[config.mk]
export PLATFORM = sky130hd
export DESIGN_NAME = fetch_queue
export DESIGN_NICKNAME = d
export VERILOG_FILES = /design/src/rtl/fetch_queue.sv
export SDC_FILE = /design/constraint.sdc
export NUM_CORES = 1
export LEC_CHECK = 0
export ABC_AREA = 1
export CAP_MARGIN = 20
export CELL_PAD_IN_SITES_DETAIL_PLACEMENT = 1
export CELL_PAD_IN_SITES_GLOBAL_PLACEMENT = 2
export CORE_MARGIN = 10
export CORE_UTILIZATION = 37
export DETAILED_ROUTE_END_ITERATION = 10
export PLACE_DENSITY_LB_ADDON = 0.1
export SLEW_MARGIN = 5
export SYNTH_ARGS = -nofsm -noshare
export SYNTH_HDL_FRONTEND = slang
export SYNTH_SLANG_ARGS = --single-unit
[constraint.sdc]
create_clock -name i_clk -period 12.4 [get_ports i_clk]
set_clock_uncertainty 0.2 [all_clocks]
set_input_delay 1.24 -clock i_clk [delete_from_list [all_inputs] [get_ports i_clk]]
set_output_delay 1.24 -clock i_clk [all_outputs]
set_load 0.03 [all_outputs]
[src/rtl/fetch_queue.sv]
// Instruction-fetch front end: issues sequential fetch requests under a credit
// limit, buffers in-order responses with their PC, and flushes on redirect.
module fetch_queue #(
    parameter int                    ADDR_WIDTH  = 64,
    parameter int                    QUEUE_DEPTH = 4,
    parameter logic [ADDR_WIDTH-1:0] RESET_PC    = '0
) (
    input  logic                  i_clk,
    input  logic                  i_rst,
    output logic                  o_imem_req_valid,
    input  logic                  i_imem_req_ready,
    output logic [ADDR_WIDTH-1:0] o_imem_req_addr,
    input  logic                  i_imem_resp_valid,
    input  logic [31:0]           i_imem_resp_data,
    input  logic                  i_imem_resp_fault,
    input  logic                  i_redirect_valid,
    input  logic [ADDR_WIDTH-1:0] i_redirect_pc,
    output logic                  o_instr_valid,
    output logic [31:0]           o_instr,
    output logic [ADDR_WIDTH-1:0] o_instr_pc,
    output logic                  o_instr_fault,
    input  logic                  i_decode_ready
);
    localparam int          PTR_W     = $clog2(QUEUE_DEPTH);
    localparam int          CNT_W     = PTR_W + 1;
    localparam logic [31:0] NOP_INSTR = 32'h0000_0013;

    // Handshake rule on both channels: a transfer happens on a rising edge
    // where valid && ready; while valid && !ready the producer holds its payload.

    logic [ADDR_WIDTH-1:0] fetch_pc;
    logic [ADDR_WIDTH-1:0] resp_pc;
    logic [ADDR_WIDTH-1:0] redirect_target;
    logic [31:0]           fifo_instr [QUEUE_DEPTH];
    logic [ADDR_WIDTH-1:0] fifo_pc    [QUEUE_DEPTH];
    logic                  fifo_fault [QUEUE_DEPTH];
    logic [CNT_W-1:0]      wr_ptr;
    logic [CNT_W-1:0]      rd_ptr;
    logic [CNT_W-1:0]      occupancy;
    logic [CNT_W-1:0]      outstanding;
    logic [CNT_W-1:0]      discard;
    logic [CNT_W:0]        credit_used;
    logic [PTR_W-1:0]      rd_idx;
    logic [PTR_W-1:0]      wr_idx;
    logic                  fifo_empty;
    logic                  req_fire;
    logic                  push;
    logic                  pop;

    assign redirect_target = i_redirect_pc & ~ADDR_WIDTH'(3);
    assign occupancy       = wr_ptr - rd_ptr;
    assign credit_used     = {1'b0, occupancy} + {1'b0, outstanding};
    assign fifo_empty      = (occupancy == '0);
    assign rd_idx          = rd_ptr[PTR_W-1:0];
    assign wr_idx          = wr_ptr[PTR_W-1:0];

    // Buffered entries plus in-flight requests never exceed the FIFO depth,
    // so every response that comes back always has a slot.
    assign o_imem_req_valid = !i_rst && !i_redirect_valid
                              && (credit_used < (CNT_W+1)'(QUEUE_DEPTH));
    assign o_imem_req_addr  = fetch_pc;
    assign req_fire         = o_imem_req_valid && i_imem_req_ready;

    assign push = i_imem_resp_valid && !i_redirect_valid && (discard == '0);

    assign o_instr_valid = !i_rst && !fifo_empty;
    assign o_instr       = o_instr_valid ? fifo_instr[rd_idx] : '0;
    assign o_instr_pc    = o_instr_valid ? fifo_pc[rd_idx]    : '0;
    assign o_instr_fault = o_instr_valid ? fifo_fault[rd_idx] : 1'b0;
    assign pop           = o_instr_valid && i_decode_ready && !i_redirect_valid;

    always_ff @(posedge i_clk) begin
        if (i_rst) begin
            fetch_pc    <= RESET_PC;
            resp_pc     <= RESET_PC;
            wr_ptr      <= '0;
            rd_ptr      <= '0;
            outstanding <= '0;
            discard     <= '0;
        end else begin
            outstanding <= outstanding + CNT_W'(req_fire) - CNT_W'(i_imem_resp_valid);
            if (i_redirect_valid) begin
                // Everything still in flight (less this cycle's response) is stale.
                fetch_pc <= redirect_target;
                resp_pc  <= redirect_target;
                wr_ptr   <= '0;
                rd_ptr   <= '0;
                discard  <= outstanding - CNT_W'(i_imem_resp_valid);
            end else begin
                if (req_fire) begin
                    fetch_pc <= fetch_pc + ADDR_WIDTH'(4);
                end
                if (i_imem_resp_valid && (discard != '0)) begin
                    discard <= discard - CNT_W'(1);
                end
                if (push) begin
                    wr_ptr  <= wr_ptr + CNT_W'(1);
                    resp_pc <= resp_pc + ADDR_WIDTH'(4);
                end
                if (pop) begin
                    rd_ptr <= rd_ptr + CNT_W'(1);
                end
            end
        end
    end

    always_ff @(posedge i_clk) begin
        if (push) begin
            fifo_instr[wr_idx] <= i_imem_resp_fault ? NOP_INSTR : i_imem_resp_data;
            fifo_pc[wr_idx]    <= resp_pc;
            fifo_fault[wr_idx] <= i_imem_resp_fault;
        end
    end

endmodule

==> run summary, run 1 <==
The number of gates resized after cts is 0. The multiplexer share of the synthesized area is 0%. The run finished with clean final reports.

Headroom to the max-slew limit came out at roughly 28%. The tree is rooted in a sky130_fd_sc_hd__clkbuf_16. By area, the combinational part of the netlist is dominated by simple AND/OR/NAND/NOR gates. The total of fill cells in the finished design came out at between 7000 and 8000. The die width came out at between 200 and 300 um.

The critical path required time came out at 10960 ps. The critical path goes through buf_4, clkinv_1, nand2_4, buf_4, a21oi_1, clkdlybuf4s50_1. Averaged over all synthesized cells, the footprint is 8.50 um2. The number of global-route vias before repair came to ~22000. The initial antenna violation count came out at 3. The reported net switching power is 1210 uW. The synthesized netlist cell count came out at roughly 2900. The overall routed net length is around 90000 um.

The detailed placement HPWL came out at 61600 um. The register bit count reported by yosys came out at a little over 500. The compound-gate portion of the synthesized area is between 10% and 20%. The post-synthesis cell type with the largest combined area is sky130_fd_sc_hd__edfxtp_1. The fraction of final layout cells sized beyond drive strength 1 came out at under 10%. The overflow left after global routing came out at 0. The hold violation total from the final report came to 0.

The maximum cell stage delay along the critical path came out at 800 ps. STA classifies the critical path startpoint as a primary input. The count of input and output buffers is around 260.

In the post-synthesis netlist, the cell with the most instances is sky130_fd_sc_hd__nor2_1. The most prevalent standard cell on the critical path is sky130_fd_sc_hd__buf_4. The top achievable clock speed is about 170 MHz. Sorting the synthesized cells by area gives the leading types as sky130_fd_sc_hd__edfxtp_1 46%, sky130_fd_sc_hd__dfxtp_1 11%, sky130_fd_sc_hd__nor2_1 10%, sky130_fd_sc_hd__nand2_1 7.9%, sky130_fd_sc_hd__o21ai_0 5.7%. The area growth from synthesis to layout is 21.0%. The class of the most critical hold timing path is flip-flop to flip-flop. The number of post-CTS setup repair buffers came out at 0. The net total in the final layout is ~3200. The initial core utilization is between 30% and 40%. Per report_power, the clock group accounts for 39.6% of the total. After synthesis, the share of flip-flops with an asynchronous set or reset is 0%.

By count the netlist is led by 678 x sky130_fd_sc_hd__nor2_1, 521 x sky130_fd_sc_hd__nand2_1, 380 x sky130_fd_sc_hd__edfxtp_1, 280 x sky130_fd_sc_hd__o21ai_0, 232 x sky130_fd_sc_hd__inv_1. The total clock buffers created by CTS is 57. The worst IR drop on VDD came out at slightly above 0.0001 V.

Registers are responsible for between 40% and 50% of the overall power. The number of routed nets with antenna violations is 0. The worst setup path is of the primary input to output port kind. After floorplanning, the core was sized to cover about 66000 um2.

The transition at the pin with the smallest max-transition slack came out at 1090 ps. The area share of fa/ha/maj cells after synthesis came out at 0.969%. Dividing the final minimum period by the clock period gives 47.2%.

Combinational cells account for around 14% of the total power. The number of buffers on the longest clock path is 3. In this run the worst path has a maximum fanout of 70.

The number of warnings issued by yosys is 0. The total iterations of the first detailed-routing run came out at 5. The signal arrival time at the worst endpoint is between 4000 and 5000 ps. The cell area that synthesis handed to floorplanning was around 25000 um2. Subtracting the final worst setup slack from the clock period gives 5850 ps. Entering global routing, the biggest net connects 112 pins. In the synthesized netlist the dominant register cell turns out to be sky130_fd_sc_hd__edfxtp_1.

The floorplan die height came out at around 280 um. TritonCTS built the clock tree. The setup total negative slack came out at 0 ps.

The count of final max-slew check failures is 0. The leakage power came out at about 0.010 uW. The hold-fix buffer count after cts is 0. At the end of routability-driven placement, the weighted congestion stood at 0.947. The all-layer global routing usage came out at about 22%. The clock transition at the registers of the reported paths is around 60 ps.

The first global-routing pass estimated between 100000 and 150000 um of wire. Sequential elements use between 50% and 60% of the synthesized area. The final critical-path setup slack came out at between 6000 and 7000 ps. The number of I/O pins is about 270. The count of routing violations after the opening detailed-route iteration is between 1000 and 1500.

The number of sinks handled by clock tree synthesis came out at between 500 and 600. Setup repair after global routing left no endpoint under its margin. In this run the power density over the cells is ~150 nW/um2. Summing the areas of all and, or, nand and nor instances in the mapped netlist gives about a quarter of the synthesized area. The number of maximum-capacitance constraint violations is 0.

In the final routed layout, each cell accounts on average for 22.2 um. The area of the die came out at roughly 78000 um2. The count of unresolved DRC violations after routing is 0. The count of vias placed by the detailed router came out at ~21000.

The row count came out at 94. Before CTS, the worst setup slack after placement is roughly 6400 ps. The count of flip-flops with a built-in enable after synthesis came out at between 300 and 400. The area share of the leading cell type in the synthesized netlist came out at 46.0%. The H-tree was split into 2 levels. The fraction of synthesized cell area in xor and xnor cells came out at 1.41%. The slowest stage of the critical path belongs to the cell sky130_fd_sc_hd__buf_4. Of the total power, the share spent switching nets is between 20% and 30%. The internal power of the cells totals 3150 uW.

The critical path capture point type is an output port. The count of different cell masters after synthesis is 38. After detailed routing, the number of vias per cell comes to just over 5. The latest clock arrival within the worst-skew pair is ~630 ps. Setup violations remaining at the end of the flow were counted as 0.
## power by group through the flow
stage / combinational [uW] / sequential (uW) / clock, uW
after floorplan: 357 / 2030 / 0
after global placement: 619 / 2040 / 0
after detailed placement: 633 / 2050 / 0
after CTS: 637 / 2010 / 1770
after global routing: 686 / 2020 / 1840
final: 626 / 2010 / 1730
## layer usage
metal / track usage, % / up-vias / part of all wire, %
li1: - / 10100 / -
met1: 27.5 / 10400 / 43
met2: 40.5 / 394 / 51
met3: 3.25 / 109 / 3.9
met4: 6.26 / 0 / 2.5
met5: 0 / - / 0
## metrics by stage
stage               instances  hold WS [ps]  power, uW  cell area (um2)  util (%)
finish                   4041           285       4360            30000      45.4
global route             4040           314       4550            30000      45.4
CTS                      4040           290       4410            30000      45.4
detailed placement       3933           279       2680            28100      42.5
global placement         3933           257       2660            28100      42.5
floorplan                2919           247       2390            24800         -
## registers in the layout, indices dropped and copies added (netlist names), 4 cells and up, named ones only
name and count:
o_imem_req_addr 62, resp_pc 62, fifo_fault 4, fifo_instr 128, fifo_pc 248
## placed cells by master, fill, tap and decap left out, types with 4 or more instances in the layout
cell | synthesis | layout
sky130_fd_sc_hd__o22ai_1 | 4 | 4
sky130_fd_sc_hd__or2_2 | 5 | 5
sky130_fd_sc_hd__clkinv_1 | 4 | 14
sky130_fd_sc_hd__conb_1 | 1 | 4
sky130_fd_sc_hd__clkinv_2 | 0 | 8
sky130_fd_sc_hd__a21oi_1 | 202 | 202
sky130_fd_sc_hd__xnor2_1 | 16 | 16
sky130_fd_sc_hd__o21bai_1 | 11 | 11
sky130_fd_sc_hd__nor2_1 | 678 | 673
sky130_fd_sc_hd__bufinv_16 | 0 | 7
sky130_fd_sc_hd__nand2_2 | 4 | 5
sky130_fd_sc_hd__o21ai_1 | 7 | 7
sky130_fd_sc_hd__nand3_1 | 165 | 165
sky130_fd_sc_hd__xor2_1 | 24 | 24
sky130_fd_sc_hd__dfxtp_1 | 138 | 136
sky130_fd_sc_hd__ha_1 | 16 | 16
sky130_fd_sc_hd__clkbuf_16 | 0 | 57
sky130_fd_sc_hd__inv_2 | 8 | 7
sky130_fd_sc_hd__clkbuf_1 | 76 | 15
sky130_fd_sc_hd__buf_4 | 4 | 23
sky130_fd_sc_hd__nor3_1 | 5 | 5
sky130_fd_sc_hd__clkdlybuf4s50_1 | 0 | 257
sky130_fd_sc_hd__nand2_1 | 521 | 519
sky130_fd_sc_hd__clkbuf_8 | 0 | 4
sky130_fd_sc_hd__nor2_4 | 5 | 9
sky130_fd_sc_hd__o21ai_0 | 280 | 280
sky130_fd_sc_hd__edfxtp_1 | 380 | 380
sky130_fd_sc_hd__nand4_1 | 29 | 29
sky130_fd_sc_hd__nor2_2 | 14 | 15
sky130_fd_sc_hd__inv_1 | 232 | 232
sky130_fd_sc_hd__a31oi_1 | 22 | 22
## path summary, 6_finish.rpt
check	start	to	slack [ps]	cells after the start
min reg2reg	discard[2]	discard[2]	280	2
max reg2reg	wr_ptr[0]	outstanding[2]	8150	21
min	discard[2]	discard[2]	280	2
max	i_rst	o_instr_pc[37]	6550	6
## layout make-up
cell class                      instances  area [um2]  area share, %
Clock buffer                           76        1540           5.12
Antenna cell                            1        2.50        0.00834
Sequential cell                       518       14200           47.3
Tap cell                              864        1080           3.60
Timing Repair Buffer                  281        2750           9.16
Multi-Input combinational cell       2026        9170           30.6
Inverter                              244         918           3.06
Clock inverter                         31         365           1.22
## kinds of logic (layout without fill, tap and decap cells)
logic type | count (synthesis) | in the layout
buf+inv | 375 | 632
flops | 518 | 518
compound gates | 532 | 532
other cells | 1 | 5
fa+ha+maj | 18 | 18
simple gates | 1432 | 1432
xor+xnor | 40 | 40
## worst max-delay path, delay by kind of cell
family / cells / cell delay [ps]
and+or+nand+nor: 1 / 500
AOI/OAI and AO/OA: 1 / 240
buffers and inverters: 4 / 2300
Power figures use the tool's default switching activity.
==> inputs of run 2 (changes only) <==
--- a/config.mk
+++ b/config.mk
@@ -10,7 +10,7 @@
 export CELL_PAD_IN_SITES_DETAIL_PLACEMENT = 1
 export CELL_PAD_IN_SITES_GLOBAL_PLACEMENT = 2
 export CORE_MARGIN = 10
-export CORE_UTILIZATION = 37
+export CORE_UTILIZATION = 31
 export DETAILED_ROUTE_END_ITERATION = 10
 export PLACE_DENSITY_LB_ADDON = 0.1
 export SLEW_MARGIN = 5
==> constraint.sdc (replaced) <==
create_clock -name i_clk -period 4.7 [get_ports i_clk]
set_clock_uncertainty 0.2 [all_clocks]
set_input_delay 0.47 -clock i_clk [delete_from_list [all_inputs] [get_ports i_clk]]
set_output_delay 0.47 -clock i_clk [all_outputs]
set_load 0.03 [all_outputs]
==> run 2 against run 1 <==
Effect of this change:
- setup slack got worse by 6300 ps
- sequential share of layout area fell by 0.91 points
- final area is 2.0% higher
- critical path depth increased by 5
- clock power grew to 2.5 times the previous value
- die area rose by 18%
- global-route usage fell by 2.5 points
- non-clock buffer count grew 26
- power rose to 2.6 times the previous value
- combinational power grew to 2.8 times the previous value
- sequential cell count did not move
- highest routed layer unchanged
==> run summary, run 2 (synthesized netlist as in run 1, its figures left out) <==
The setup path with the least slack is of type flip-flop to output port. Walking the worst path, the cells encountered are inv_1, ha_1, inv_1, fa_1, xnor2_1, nand2_1, nand4_1, nand2_8, buf_12, a21oi_1, clkdlybuf4s50_1. The total iterations of the first detailed-routing run is 5. The count of vias placed by the detailed router is 21000. The end point of the most critical hold path is outstanding[0].

The met2 usage in global routing is 34.5%. For the pin with the worst max-slew slack, the measured transition is approximately 1100 ps. The worst hold path passes through 3 cells. The detailed placement HPWL is between 60000 and 70000 um. The largest fanout of any net on the critical path is 34.

The initial core utilization is a little under a third. The number of maximum-capacitance constraint violations is 0. The most flop-heavy register is fifo_pc.

The relative slew slack is 27.4%. Per report_power, the clock group accounts for ~39% of the total. The cell internal power dissipation came out at 8160 uW. The total core area is a little under 80000 um2. Setup violations remaining at the end of the flow were counted as 0. The hold violation total from the final report came out at 0.

STA classifies the critical path endpoint as an output port. In this run, the number of DRC markers left after iteration 0 of detailed routing was ~1100. The die width is roughly 300 um. The floorplan die height is 303 um. The register-to-register path setup slack is approximately 950 ps.

The number of cells on the worst reg-to-reg path is 20. The number of I/O pins came out at around 270. The via density per instance came out at 4.94. The most numerous cell type found on the critical path is sky130_fd_sc_hd__inv_1. The final period utilization came out at 94.5%. The count of input and output buffers is between 200 and 300. The first global-routing pass estimated 139000 um of wire. The worst IR drop on VDD came out at roughly 0.00027 V. Setup repair after global routing left no endpoint under its margin.

The largest registers in the layout are fifo_pc (248), fifo_instr (128). The core utilization of the finished layout is 38.7%. In the routed design, unresolved DRC markers number 0. The critical path required time came out at a little over 4000 ps. The net total in the final layout came out at ~3300. The latest clock arrival within the worst-skew pair is around 630 ps. The initial antenna violation count is 0. The met1 track demand over resource in global routing is 25.0%. The area of the die came out at between 90000 and 100000 um2.

The number of routed nets with antenna violations is 0. The number of flip-flops under the largest register name came out at about 250. The layer flagged by global routing as most heavily used is met2. Summed over all cells, the static leakage comes to between 0.01 and 0.015 uW.

The hold path startpoint is i_rst. The library cell used most frequently in the layout, excluding fill and tap cells, is sky130_fd_sc_hd__nor2_1. For this run, the top clock speed supported by timing is 225 MHz. The fraction of power consumed by sequential logic is ~46%.

The last weighted congestion value of the routability-driven placer is 0.872. CTS placed an instance of sky130_fd_sc_hd__clkbuf_16 at the clock tree root. Entering global routing, the biggest net connects between 90 and 100 pins.

The share of total power consumed by net switching is 28.5%. The number of global-route vias before repair is ~22000. In the final layout, the share of cells above drive strength 1 is ~5.4%. The endpoint of the lowest-slack register-to-register path is outstanding[2]. No sink is reached through more buffers than the 3 on the longest clock path. The flow ran to the end, and the final reports show no timing, DRC or antenna violations. The total overflow left after global routing is 0.

The maximum cell stage delay along the critical path is around 730 ps. The reg-to-reg critical path startpoint is wr_ptr[0]. The number of sinks handled by clock tree synthesis came out at ~520. The clock tree from TritonCTS is yes. The relative contribution of combinational cells to total power came out at between 15 and 20%. The mean routed wirelength per cell is ~22 um. Leaving out fill and tap cells, the most frequent cells in the layout are 673 x sky130_fd_sc_hd__nor2_1, 520 x sky130_fd_sc_hd__nand2_1, 380 x sky130_fd_sc_hd__edfxtp_1, 280 x sky130_fd_sc_hd__o21ai_0, 257 x sky130_fd_sc_hd__clkdlybuf4s50_1. The total of fill cells in the finished design is between 9000 and 10000. The clock transition at the registers of the reported paths came out at ~60 ps. After floorplanning, the core was divided into between 100 and 150 placement rows. The overall routed net length is 92900 um.

STA classifies the critical path startpoint as a flip-flop. The power density over cell area is roughly 370 nW/um2. The signal arrival time at the worst endpoint is roughly 3800 ps. The hold-fix buffer count after cts came out at 0. The overall power after layout is around 11000 uW. The smallest clock period supported by the final layout is computed as around 4400 ps. The all-layer global routing usage is approximately 20%. Relative to the synthesized area, the layout overhead comes to 23.4%. The number of diodes came out at 0. The slowest stage of the critical path is the sky130_fd_sc_hd__clkdlybuf4s50_1 cell. The total clock buffers created by CTS is 57.

Summed over all nets, the switching power comes to ~3200 uW. For met3 alone, demand over resource in global routing was 3.43%. The class of the most critical hold timing path is primary input to flip-flop. The count of final max-slew check failures came out at 0.

The clock tree synthesis step divided the H-tree into 2 levels.
run 2: area by class of cell:
type / instances / area [um2] / share of cell area, %
Sequential cell: 518 / 14200 / 46.3
Multi-Input combinational cell: 2026 / 9180 / 30.0
Timing Repair Buffer: 307 / 3200 / 10.4
Clock buffer: 73 / 1510 / 4.93
Tap cell: 1050 / 1310 / 4.29
Inverter: 244 / 918 / 3.00
Clock inverter: 31 / 305 / 0.998
run 2: timing repair:
| action | in CTS | in global routing |
|---|---|---|
| gates resized for setup | 0 | 1 |
| endpoints found under the hold margin | 0 | 0 |
| setup endpoints to repair | 0 | 45 |
| buffers inserted | 0 | 0 |
run 2: metrics by stage:
step | setup slack, ps | cells | hold slack [ps] | area (um2) | setup TNS [ps]
finish | 260 | 4249 | 213 | 30600 | 0
global route | 5.40 | 4249 | 207 | 30600 | 0
CTS | 59.1 | 4249 | 153 | 30600 | 0
detailed placement | 750 | 4145 | 262 | 28800 | 0
global placement | 796 | 4145 | 259 | 28800 | 0
floorplan | -1220 | 2919 | 247 | 24800 | -453940
run 2: routing by layer:
metal  routed length (um)  vias to the layer above  share of wire, %
met5                    0                        -                 0
met4                 2640                        0               2.8
met3                 4180                      108               4.5
met2                45900                      351                49
met1                40200                    10400                43
li1                     -                    10200                 -
run 2: power by group through the flow:
stage | combinational [uW] | sequential (uW) | clock, uW
3_5_place_dp | 1760 | 5390 | 0
6_report | 1730 | 5290 | 4390
5_1_grt | 1910 | 5310 | 4690
2_1_floorplan | 941 | 5360 | 0
4_1_cts | 1770 | 5290 | 4500
3_3_place_gp | 1730 | 5380 | 0
run 2: worst max-delay path by stage:
stage,from,to,cells after the start
2_1_floorplan,discard[0],fifo_fault[0],8
3_3_place_gp,wr_ptr[0],o_instr_pc[12],11
3_5_place_dp,wr_ptr[0],o_instr_pc[12],11
4_1_cts,wr_ptr[0],o_instr[19],11
5_1_grt,wr_ptr[0],o_instr_pc[38],11
6_report,wr_ptr[0],o_instr_pc[38],11
run 2: critical path, delay by kind of cell (launching register included):
family,cells,cell delay [ps]
compound gates,1,200
xor+xnor,1,160
fa+ha+maj,2,580
buf+inv,4,1220
flops,1,320
simple gates,3,600
